### src/rtl/alu_nibble_seq.sv
// alu_nibble_seq: multi-cycle WIDTH-bit ALU that time-multiplexes one external
// 4-bit combinational alu_slice. Operands are walked LSB nibble first; carry is
// rippled through the slice's prop/gen outputs, and per-nibble zero flags are
// folded into a word-level ZERO flag.
//
// Optional build macro: ALU_NIBBLE_SEQ_OVERFLOW_EN adds the signed-overflow
// output V. Without it, the port and its logic are absent.
//
// Opcode encoding shared with the slice (common::ALU_*):
//   0 NOP0, 1 ADD, 2 SUB, 3 AND, 4 OR, 5 XOR, 6 NOT, 7 NOP1
module alu_nibble_seq #(
  parameter int WIDTH = 32
) (
  input  logic             CLK,
  input  logic             N_RST,
  input  logic             IN_VALID,
  output logic             IN_READY,
  input  logic [WIDTH-1:0] A,
  input  logic [WIDTH-1:0] B,
  input  logic [2:0]       OP,
  input  logic             C_IN,
  output logic             OUT_VALID,
  input  logic             OUT_READY,
  output logic [WIDTH-1:0] OUT,
  output logic             C_OUT,
  output logic             ZERO,
`ifdef ALU_NIBBLE_SEQ_OVERFLOW_EN
  output logic             V,
`endif
  output logic [3:0]       SLICE_A,
  output logic [3:0]       SLICE_B,
  output logic [2:0]       SLICE_OP,
  output logic             SLICE_C_IN,
  input  logic [7:0]       SLICE_OUT
);

  localparam int NIB   = WIDTH / 4;
  localparam int IDX_W = (NIB > 1) ? $clog2(NIB) : 1;
  localparam logic [IDX_W-1:0] LAST_IDX = IDX_W'(NIB - 1);

  localparam logic [2:0] OP_ADD = 3'd1;
  localparam logic [2:0] OP_SUB = 3'd2;

  localparam logic [1:0] S_IDLE = 2'd0;
  localparam logic [1:0] S_RUN  = 2'd1;
  localparam logic [1:0] S_DONE = 2'd2;

  logic [1:0]       r_state;
  logic [IDX_W-1:0] r_idx;
  logic [WIDTH-1:0] r_a;
  logic [WIDTH-1:0] r_b;
  logic [2:0]       r_op;
  logic             r_carry;
  logic             r_zacc;
  logic [WIDTH-1:0] r_res;

  logic w_run;
  logic w_done;
  logic w_addsub;
  logic w_unused;

  // Slice bit 7 carries no information for this sequencer.
  assign w_unused = SLICE_OUT[7];

  assign w_run    = (r_state == S_RUN);
  assign w_done   = (r_state == S_DONE);
  assign w_addsub = (r_op == OP_ADD) || (r_op == OP_SUB);

  // FSM, operand latch and nibble-by-nibble accumulation of the slice results.
  always_ff @(posedge CLK or negedge N_RST) begin
    if (!N_RST) begin
      r_state <= S_IDLE;
      r_idx   <= '0;
      r_a     <= '0;
      r_b     <= '0;
      r_op    <= '0;
      r_carry <= 1'b0;
      r_zacc  <= 1'b0;
      r_res   <= '0;
    end else begin
      case (r_state)
        S_IDLE: begin
          if (IN_VALID) begin
            r_a     <= A;
            r_b     <= B;
            r_op    <= OP;
            r_carry <= C_IN;
            r_zacc  <= 1'b1;
            r_idx   <= '0;
            r_state <= S_RUN;
          end
        end
        S_RUN: begin
          r_res[4*r_idx +: 4] <= SLICE_OUT[3:0];
          r_carry             <= SLICE_OUT[5] | (SLICE_OUT[4] & r_carry);
          r_zacc              <= r_zacc & SLICE_OUT[6];
          if (r_idx == LAST_IDX) begin
            r_state <= S_DONE;
          end else begin
            r_idx <= r_idx + 1'b1;
          end
        end
        S_DONE: begin
          if (OUT_READY) begin
            r_state <= S_IDLE;
          end
        end
        default: r_state <= S_IDLE;
      endcase
    end
  end

  // Slice address: current nibble while running, all-zero otherwise.
  always_comb begin
    SLICE_A    = 4'h0;
    SLICE_B    = 4'h0;
    SLICE_OP   = 3'd0;
    SLICE_C_IN = 1'b0;
    if (w_run) begin
      SLICE_A    = r_a[4*r_idx +: 4];
      SLICE_B    = r_b[4*r_idx +: 4];
      SLICE_OP   = r_op;
      SLICE_C_IN = r_carry;
    end
  end

  // Handshake and result presentation; result fields read zero outside DONE.
  always_comb begin
    IN_READY  = (r_state == S_IDLE);
    OUT_VALID = w_done;
    OUT       = w_done ? r_res : '0;
    ZERO      = w_done & r_zacc;
    C_OUT     = w_done & w_addsub & r_carry;
  end

`ifdef ALU_NIBBLE_SEQ_OVERFLOW_EN
  logic w_am;
  logic w_bm;
  logic w_om;

  assign w_am = r_a[WIDTH-1];
  assign w_bm = r_b[WIDTH-1];
  assign w_om = r_res[WIDTH-1];

  // Signed overflow from the latched operand and result sign bits.
  always_comb begin
    V = 1'b0;
    if (w_done) begin
      if (r_op == OP_ADD) V = (w_am == w_bm) && (w_om != w_am);
      if (r_op == OP_SUB) V = (w_am != w_bm) && (w_om != w_am);
    end
  end
`endif

endmodule

### config.mk
export PLATFORM = sky130hd
export DESIGN_NAME = alu_nibble_seq
export DESIGN_NICKNAME = d
export VERILOG_FILES = /design/src/rtl/alu_nibble_seq.sv
export SDC_FILE = /design/constraint.sdc
export NUM_CORES = 1
export LEC_CHECK = 0
export CAP_MARGIN = 10
export CORE_MARGIN = 2
export CORE_UTILIZATION = 45
export CTS_BUF_LIST = sky130_fd_sc_hd__clkbuf_4 sky130_fd_sc_hd__clkbuf_8 sky130_fd_sc_hd__clkbuf_16
export CTS_CLUSTER_SIZE = 14
export DETAILED_ROUTE_END_ITERATION = 12
export GPL_TIMING_DRIVEN = 0
export PLACE_DENSITY = 0.86
export SETUP_SLACK_MARGIN = 0.05
export SKIP_CTS_REPAIR_TIMING = 1
export SYNTH_ARGS = -nofsm -noshare
export SYNTH_HDL_FRONTEND = slang
export SYNTH_SLANG_ARGS = --single-unit
export TNS_END_PERCENT = 1
### constraint.sdc
create_clock -name CLK -period 3.32 [get_ports CLK]
set_input_delay 0.664 -clock CLK [delete_from_list [all_inputs] [get_ports CLK]]
set_output_delay 0.664 -clock CLK [all_outputs]
set_load 0.02 [all_outputs]
After elaboration in Yosys (flattened, before gate mapping):

Index checks and enable logic that the tools add are counted.

* flip-flop bits (word level): 106
* output and inout port bits: 48

* bitwise operators: 6
* reduce and logical (&&, ||, !) cells: 7
* muxes and demuxes: 17
* shifts and indexed selects: 4
* add/sub/neg operators: 2
* equal/unequal tests: 9

Operator list (count)
* $shiftx A32 B6 Y4: 2
* $neg A5 Y34: 1
* $shift A4 B34 Y32 const A: 1
* $shiftx A4 B34 Y32: 1
* $bwmux W32: 1
* $mux W32: 1
* $mux W3: 3
* $mux W4: 2
* $mux W2: 3
* $ne A2 B2 Y1 const B: 3
* $pmux W2 S3: 1
* $pmux W3 S2: 1
* $reduce_and A3 Y1: 2
* $and A1 B1 Y1: 5
* $pmux W1 S2: 2
* $reduce_and A2 Y1: 2
* $add A3 B1 Y3 const B: 1
* $eq A3 B1 Y1 const B: 1
* $eq A3 B2 Y1 const B: 1
* $eq A3 B3 Y1 const B: 1
* $mux W1: 3
* $eq A2 B1 Y1 const B: 1
* $eq A2 B2 Y1 const B: 1
* $logic_not A2 Y1: 1
* other kinds (4): 4

Depth between registers and ports, before layout:

Gate-level depths: netlist of run 1.

* word-level depth: 4
* gate-level depth with buffers: 9
* depth with buffers taken out: 6

Worst setup path before layout of run 1:

OpenSTA, ideal clock, no wires.

* kind: reg-to-reg
* start point: register r_idx[1]
* end point: register r_res[24]
* path slack: 0.965 ns
* period minus slack after synthesis: 2.355 ns
* data arrival time: 2.228 ns
* required time: 3.192 ns
* stages on the path, launching flop included: 10
* setup time: 0.128 ns
* cell sequence: dfrtp_1 buf_6 buf_6 buf_2 inv_1 ha_1 ha_1 nor3b_4 nand3_1 mux2_1

* longest elaborated chain between the ends: 3
* elaborated cells on any way between the ends: 4

RTL lines
* start, declared: line 49 `logic [IDX_W-1:0] r_idx;`
* start signal, assigned: line 100 `r_idx <= r_idx + 1'b1;`
* $neg A5 Y34 (*): line 94 `r_res[4*r_idx +: 4] <= SLICE_OUT[3:0];`
* $shiftx A4 B34 Y32 or $shift A4 B34 Y32 (tied branches): line 94
* $bwmux W32 (*): line 94
* end signal, assigned by index: line 94
* end, declared: line 55 `logic [WIDTH-1:0] r_res;`

Every way passes the cells marked *; elsewhere a longest branch is shown, timed or not.
A chain may end at the register's enable or synchronous reset.

Worst setup path after layout of run 1:

* start point: register r_state[1]
* end point: output OUT[10]

* longest elaborated chain between the ends: 2

RTL lines
* start, declared: line 48 `logic [1:0] r_state;`
* start signal, assigned: line 72 `r_state <= S_IDLE;`
* start signal, assigned: line 90 `r_state <= S_RUN;`
* start signal, assigned: line 98 `r_state <= S_DONE;`
* $eq A2 B2 Y1: line 66 `assign w_done = (r_state == S_DONE);`
* $mux W32: line 131 `OUT = w_done ? r_res : '0;`
* end, declared: line 24 `output logic [WIDTH-1:0] OUT,`

No other way between the ends.

==> reports/results.tsv, run 1 <==
stage	metric	value	unit
synthesis	syn_nets	485	
sta	post-route-period-util	93.1	%
layout	antenna_cells	0	
synthesis	netlist-cell-type-count	38	
synthesis	async_reset_ff_share	100	%
routing	viasPerCell	5.31	
clock_tree	ctsHtreeMaxLevel	3	
clock_tree	clkSinkCount	106	
layout	layout_common_cells	clkdlybuf4s50_1, dfrtp_1, mux2_2	
pwr	leakagePower	3.04	nW
routing	wl	12100	um
layout	multiInputGateArea	0.00232	mm^2
layout	final_common_cell	clkdlybuf4s50_1	
min_path	hold_class	in2async	
outcome	outcome	finished, final reports clean	
sta	setup_ws	0.229	ns
synthesis	yosys_warnings	0	
sta	fmax	324	MHz
run	cap_violations	0	
routing	dr.pass1.iters	4	
layout	layout.area.seq	0.00265	mm^2
pwr	powerDensity	893	mW/mm^2
sta	drv_slew	0	
critical_path	critical_path_class	reg2out	
synthesis	yosys_most_used_dff	dfrtp_1	
floorplanning	dieArea	0.0123	mm^2
routing	ant_nets	0	
global_route	grt_max_degree	69	
clock_tree	cts.clk_slew.worst_paths	0.07	ns
layout	finalInstanceArea	0.00693	mm^2
floorplanning	io_pins	128	
global_route	grt_pass1_vias	3908	
layout	drive_above_1_share	25.5	%
clock_tree	tritoncts	done	
clock_tree	clk_path_buf_depth	2	
pwr	ir_worst_vdd	0.000513	V
critical_path	reg2reg_to	r_res[24]	
synthesis	synthCells	398	
placement	placed_area	0.00660	mm^2
synthesis	synth.yosys.seq_area_share	51.6	%
routing	route.detailed.wl_per_inst	17.7	um
global_route	antenna_found_initial	0	
global_route	grt-ovfl-total	0	
placement	numPortBuffers	126	
placement	gp_congestion	0.815	
critical_path	reg2reg_slack	0.54	ns
layout	finalNonFillerCells	684	
sta	tightest_slew	0.597	ns
placement	pre_cts_ws	0.494	ns
placement	place_inst	668	
floorplanning	core-area	0.0113	mm^2
sta	setup_violations	0	
sta	finalHoldViolations	0	
critical_path	rr_startpoint	r_idx[1]	
synthesis	avgSynthCellArea	12.9	um^2
sta	min_period	3.09	ns
floorplanning	rows	39	
routing	route.vias.total	3632	
critical_path	reg2regPathDepth	9	
floorplanning	initial_core_util	45.6	%
placement	hpwl	9400	um
sta	grt_setup_unrepaired	true	
critical_path	critPathMaxFanout	10	
synthesis	syn-cell-area	0.00514	mm^2
critical_path	cp.required	2.66	ns
layout	fillers	891	
global_route	grt_usage	20.2	%
routing	drcViolationCount	0	
sta	final.setup_skew	0.00601	ns
synthesis	synth-seq-cells	106	
sta	slew_headroom	59.2	%
routing	first_iter_violations	159	
critical_path	startpoint_type	flip-flop	
critical_path	end_kind	output port	
critical_path	worstPathArrival	2.43	ns
layout	nets	623	
floorplanning	die_w	111	um
synthesis	synth_edf_count	0	
clock_tree	numCtsBuffers	9	
clock_tree	root_buffer	clkbuf_16	
layout	area_growth	34.8	%
clock_tree	worst_skew_pair.late_latency	0.34	ns
global_route	grt_pass1_wl	19800	um
floorplanning	die_h	111	um
## synthesized netlist by cell type, drive strengths merged, types with 3 or more instances
master	count	share of area [%]
nand4	4	0.49
dfrtp	106	52
a22o	7	1.2
ha	7	1.7
o22ai	8	0.97
o21ai	3	0.29
mux2i	28	5.5
nor3	3	0.39
nor2b	11	1.3
mux2	96	21
a211oi	4	0.58
o21a	4	0.58
and2	37	4.5
buf	16	2.3
nor4	4	0.49
clkbuf	4	0.32
nor3b	3	0.66
nor2	14	1.0
a2111oi	4	0.68
inv	10	0.73
nand2b	9	1.2
nand2	6	0.44
## area by class of cell
type                            count  share of cell area (%)
Clock buffer                        9                    3.25
Inverter                           10                   0.542
Timing Repair Buffer              127                    18.7
Multi-Input combinational cell    262                    33.5
Sequential cell                   106                    38.3
Clock inverter                      7                    1.14
Buffer                             20                    1.97
Tap cell                          143                    2.58
## power breakdown
part           leakage, nW  total [mW]  internal, mW  switching [mW]
Clock                0.144        1.07         0.591           0.481
Sequential            1.30        2.26          1.90           0.361
Combinational         1.60        2.85          1.48            1.37
Total                 3.04        6.18          3.97            2.21
## per-layer routing
layer / global-route usage (%) / part of all wire, %
met1: 25.7 / 42
met4: 7.75 / 2.5
met5: 0 / 0
met3: 4.37 / 6.0
met2: 33.8 / 50
## flip-flops by register name, summed over array words and instances, names as in the netlist
signal   count
r_zacc       1
r_op         3
r_state      2
r_carry      1
r_idx        3
r_b         32
r_res       32
r_a         32
## worst max-delay path by stage
stage	from	endpoint	slack [ns]
global placement	N_RST	r_a[16]	-2.21
finish	r_state[1]	OUT[10]	0.23
global route	r_state[1]	OUT[10]	0.04
CTS	r_idx[2]	SLICE_B[2]	0.03
floorplan	r_idx[1]	r_res[24]	0.96
detailed placement	r_idx[2]	SLICE_A[1]	0.49
## kinds of logic (layout without fill, tap and decap cells)
| kind of cell | count (synthesis) | count (layout) | synth area share (%) |
|---|---|---|---|
| compound gates | 31 | 31 | 4.46 |
| xor+xnor | 1 | 1 | 0.170 |
| fa+ha+maj | 7 | 7 | 1.70 |
| buf+inv | 30 | 173 | 3.36 |
| flops | 106 | 106 | 51.6 |
| mux | 124 | 124 | 26.5 |
| simple gates | 99 | 99 | 12.2 |
## stage by stage
step           TNS (ns)  power (mW)  hold WS (ns)  util, %
3_5_place_dp          0        5.13         0.486     58.6
2_1_floorplan         0        4.16         0.368        -
3_3_place_gp    -233.06        4.97         0.468     58.4
5_1_grt               0        6.55         0.328     61.4
6_report              0        6.18         0.293     61.4
4_1_cts               0        6.22         0.304     61.3
## critical path: stages, from the launching register on
cell	delay, ns
dfrtp_1	0.49
nor2b_1	0.16
clkbuf_1	0.36
clkbuf_1	0.30
and2_1	0.17
clkdlybuf4s50_1	0.60
Power figures use the tool's default switching activity.
==> inputs of run 2 (changes only) <==
- CAP_MARGIN: 10 -> 20
- CTS_CLUSTER_DIAMETER: default -> 80
==> results of run 2 <==
Same layout as run 1: the final DEF is identical, and so are final timing and power.
==> RTL change, RTL diff (settings of run 1) <==
Reset style: synchronous (`N_RST`), changed in one clocked block.
--- a/src/rtl/alu_nibble_seq.sv
+++ b/src/rtl/alu_nibble_seq.sv
@@ -67,7 +67,7 @@
   assign w_addsub = (r_op == OP_ADD) || (r_op == OP_SUB);
 
   // FSM, operand latch and nibble-by-nibble accumulation of the slice results.
-  always_ff @(posedge CLK or negedge N_RST) begin
+  always_ff @(posedge CLK) begin
     if (!N_RST) begin
       r_state <= S_IDLE;
       r_idx   <= '0;
Check against the original RTL: differs if N_RST is asserted again (counterexample within 4 cycles, from zero or initial values and one cycle with N_RST low); with N_RST held inactive, the same outputs for 10 cycles.
==> RTL change against run 1 <==
Synthesized area down 3.5%. Critical endpoint is now SLICE_A[3]. Setup slack worse by 0.16 ns. Global-route usage increased by 3.6 points. Sequential cell count is the same. Cell area down 4.5%. Sequential share of layout area is 6.2 points lower. Largest cell class is now multi-input combinational cells. Routed wire length increased by 16%.
Power is not compared: it rests on default switching activity, and its combinational part moved more than twofold at a synthesized area within 25%.
==> RTL change: results (changes against run 1) <==
[status]
status = complete, no violations

[yosys]
syn_avg_cell_area_um2 = 8.11  ; -37%
synth_area_leaders = dfxtp_1 43%, nand2_1 12%, mux2i_1 8.9%
synth.top_cells.by_count = 163 x nand2_1, 106 x dfxtp_1, 85 x a21oi_1, 44 x mux2i_1, 37 x and2_1
yosys_warnings = 0  ; unchanged
ys_seq_area_frac = 0.428  ; -0.0881
yosysUniqueCellTypes = 46  ; +21%
ys.flop_type = dfxtp_1
synth_nets = 698  ; +44%
synthArstFlopShare = 0  ; -1.00

[cts]
worstSkewPairLatency_ns = 0.37  ; +0.03 ns
path_clk_slew_ns = 0.10  ; +0.03 ns
htree_levels = 3  ; unchanged
cts_buffer_depth = 2  ; unchanged
cts-root-buf = clkbuf_8

[power_and_ir_drop]
static-leakage-power_nw = 2.41

[global_routing]
track_usage = 0.238  ; +0.0364
grt_pass1_wl_um = 22200  ; +12%
grt_max_degree = 19  ; -72%
antenna_found_initial = 0  ; unchanged
first_global_vias = 4690  ; +20%

[drt]
drtIter0Drc = 234  ; +47%
dr.pass1.iters = 5  ; +1
wirelength_um = 14100  ; +16%
vias_per_cell = 5.38  ; +1.4%
wire_per_inst_um = 15.8  ; -11%

[finish]
antenna_cells = 0  ; unchanged
reg_top3 = r_a (32), r_b (32), r_res (32)
layout-drive-gt1-share = 0.0705  ; -0.185
fin_nets = 834  ; +34%

[placed_design]
gp_congestion = 0.876  ; +7.5%
portBuffers = 126  ; unchanged
dp_hpwl_um = 11000  ; +17%
dp.cells = 877  ; +31%
place_area_mm2 = 0.00639  ; -3.2%

[sta]
fin_skew_ns = 0.00784  ; +0.00182 ns
slew_headroom = 0.474  ; -0.117
drv_slew = 0  ; unchanged

[critical_path]
reg2reg_from = r_idx[1]$_SDFFE_PN0P_
worstPathMaxFanout = 10  ; unchanged
rr_worst_depth = 8  ; -1
r2r_end = r_res[14]$_SDFFE_PN0P_

[min_path]
hold_depth = 2
min-delay-start = r_b[1]$_SDFFE_PN0P_
hold_class = reg2reg

==> RTL change: cell types whose count changed after synthesis, sizes merged, moves of 6 or more <==
cell    delta
dfxtp    +106
o31ai      +6
nand2    +157
a22o       -7
dfrtp    -106
mux2      -92
mux2i     +16
nand3     +10
a21oi     +85
nor2       -8
o22ai      +6
clkbuf    +28
==> RTL change: worst max path at each step <==
stage	from	slack (ns)	to
after floorplan	r_idx[0]$_SDFFE_PN0P_	0.90	SLICE_A[3]
after global placement	r_idx[0]$_SDFFE_PN0P_	0.23	SLICE_A[3]
after detailed placement	r_idx[0]$_SDFFE_PN0P_	0.23	SLICE_A[3]
after CTS	r_idx[0]$_SDFFE_PN0P_	-0.22	SLICE_A[3]
after global routing	r_idx[0]$_SDFFE_PN0P_	0.007	SLICE_A[3]
final	r_idx[0]$_SDFFE_PN0P_	0.07	SLICE_A[3]
==> RTL change: final cells by class <==
class / count / area [µm²]
Buffer: 47 / 221
Clock buffer: 10 / 138
Clock inverter: 6 / 48.8
Fill cell: 935 / 4180
Inverter: 5 / 18.8
Multi-Input combinational cell: 452 / 2630
Sequential cell: 106 / 2120
Tap cell: 140 / 175
Timing Repair Buffer: 126 / 1260
==> RTL change: critical path: stages, from the launching register on <==
cell and delay [ns]:
dfxtp_1 0.41, clkbuf_4 0.27, clkbuf_2 0.32, a2111oi_0 0.15, nor4_2 0.39, clkdlybuf4s50_1 0.67
==> RTL change: cell families (layout without fill, tap and decap cells) <==
logic type | Yosys count | after routing | share of synthesized area
adder cells (fa/ha/maj) | 7 | 7 | 0.0177
flip-flops | 106 | 106 | 0.428
AO/OA/AOI/OAI | 125 | 125 | 0.142
XOR/XNOR | 1 | 1 | 0.00177
multiplexers | 48 | 48 | 0.0979
AND/OR/NAND/NOR | 271 | 271 | 0.267
buffers and inverters | 53 | 194 | 0.0459
==> RTL change: stage by stage <==
stage | setup TNS [ns] | hold slack (ns) | setup WS (ns) | util
3_5_place_dp | 0 | 0.444 | 0.225 | 0.592
6_report | 0 | 0.461 | 0.0713 | 0.613
4_1_cts | -0.744 | 0.458 | -0.217 | 0.610
2_1_floorplan | 0 | 0.430 | 0.895 | -
3_3_place_gp | 0 | 0.437 | 0.232 | 0.592
5_1_grt | 0 | 0.480 | 0.00680 | 0.613
==> RTL change: routing by layer <==
layer	GRT usage	up-vias	part of all wire
met1	0.296	2196	0.42
met4	0.103	0	0.027
met3	0.0377	36	0.077
met2	0.408	218	0.47
met5	0	-	0
li1	-	2353	-
==> RTL change: power by group <==
group	switching [W]	internal, W	total [W]	leakage, nW
clock	0.000461	0.000302	0.000763	0.0972
combinational	0.000228	0.000194	0.000422	1.45
sequential	0.0000328	0.00133	0.00136	0.866
total	0.000722	0.00182	0.00255	2.41
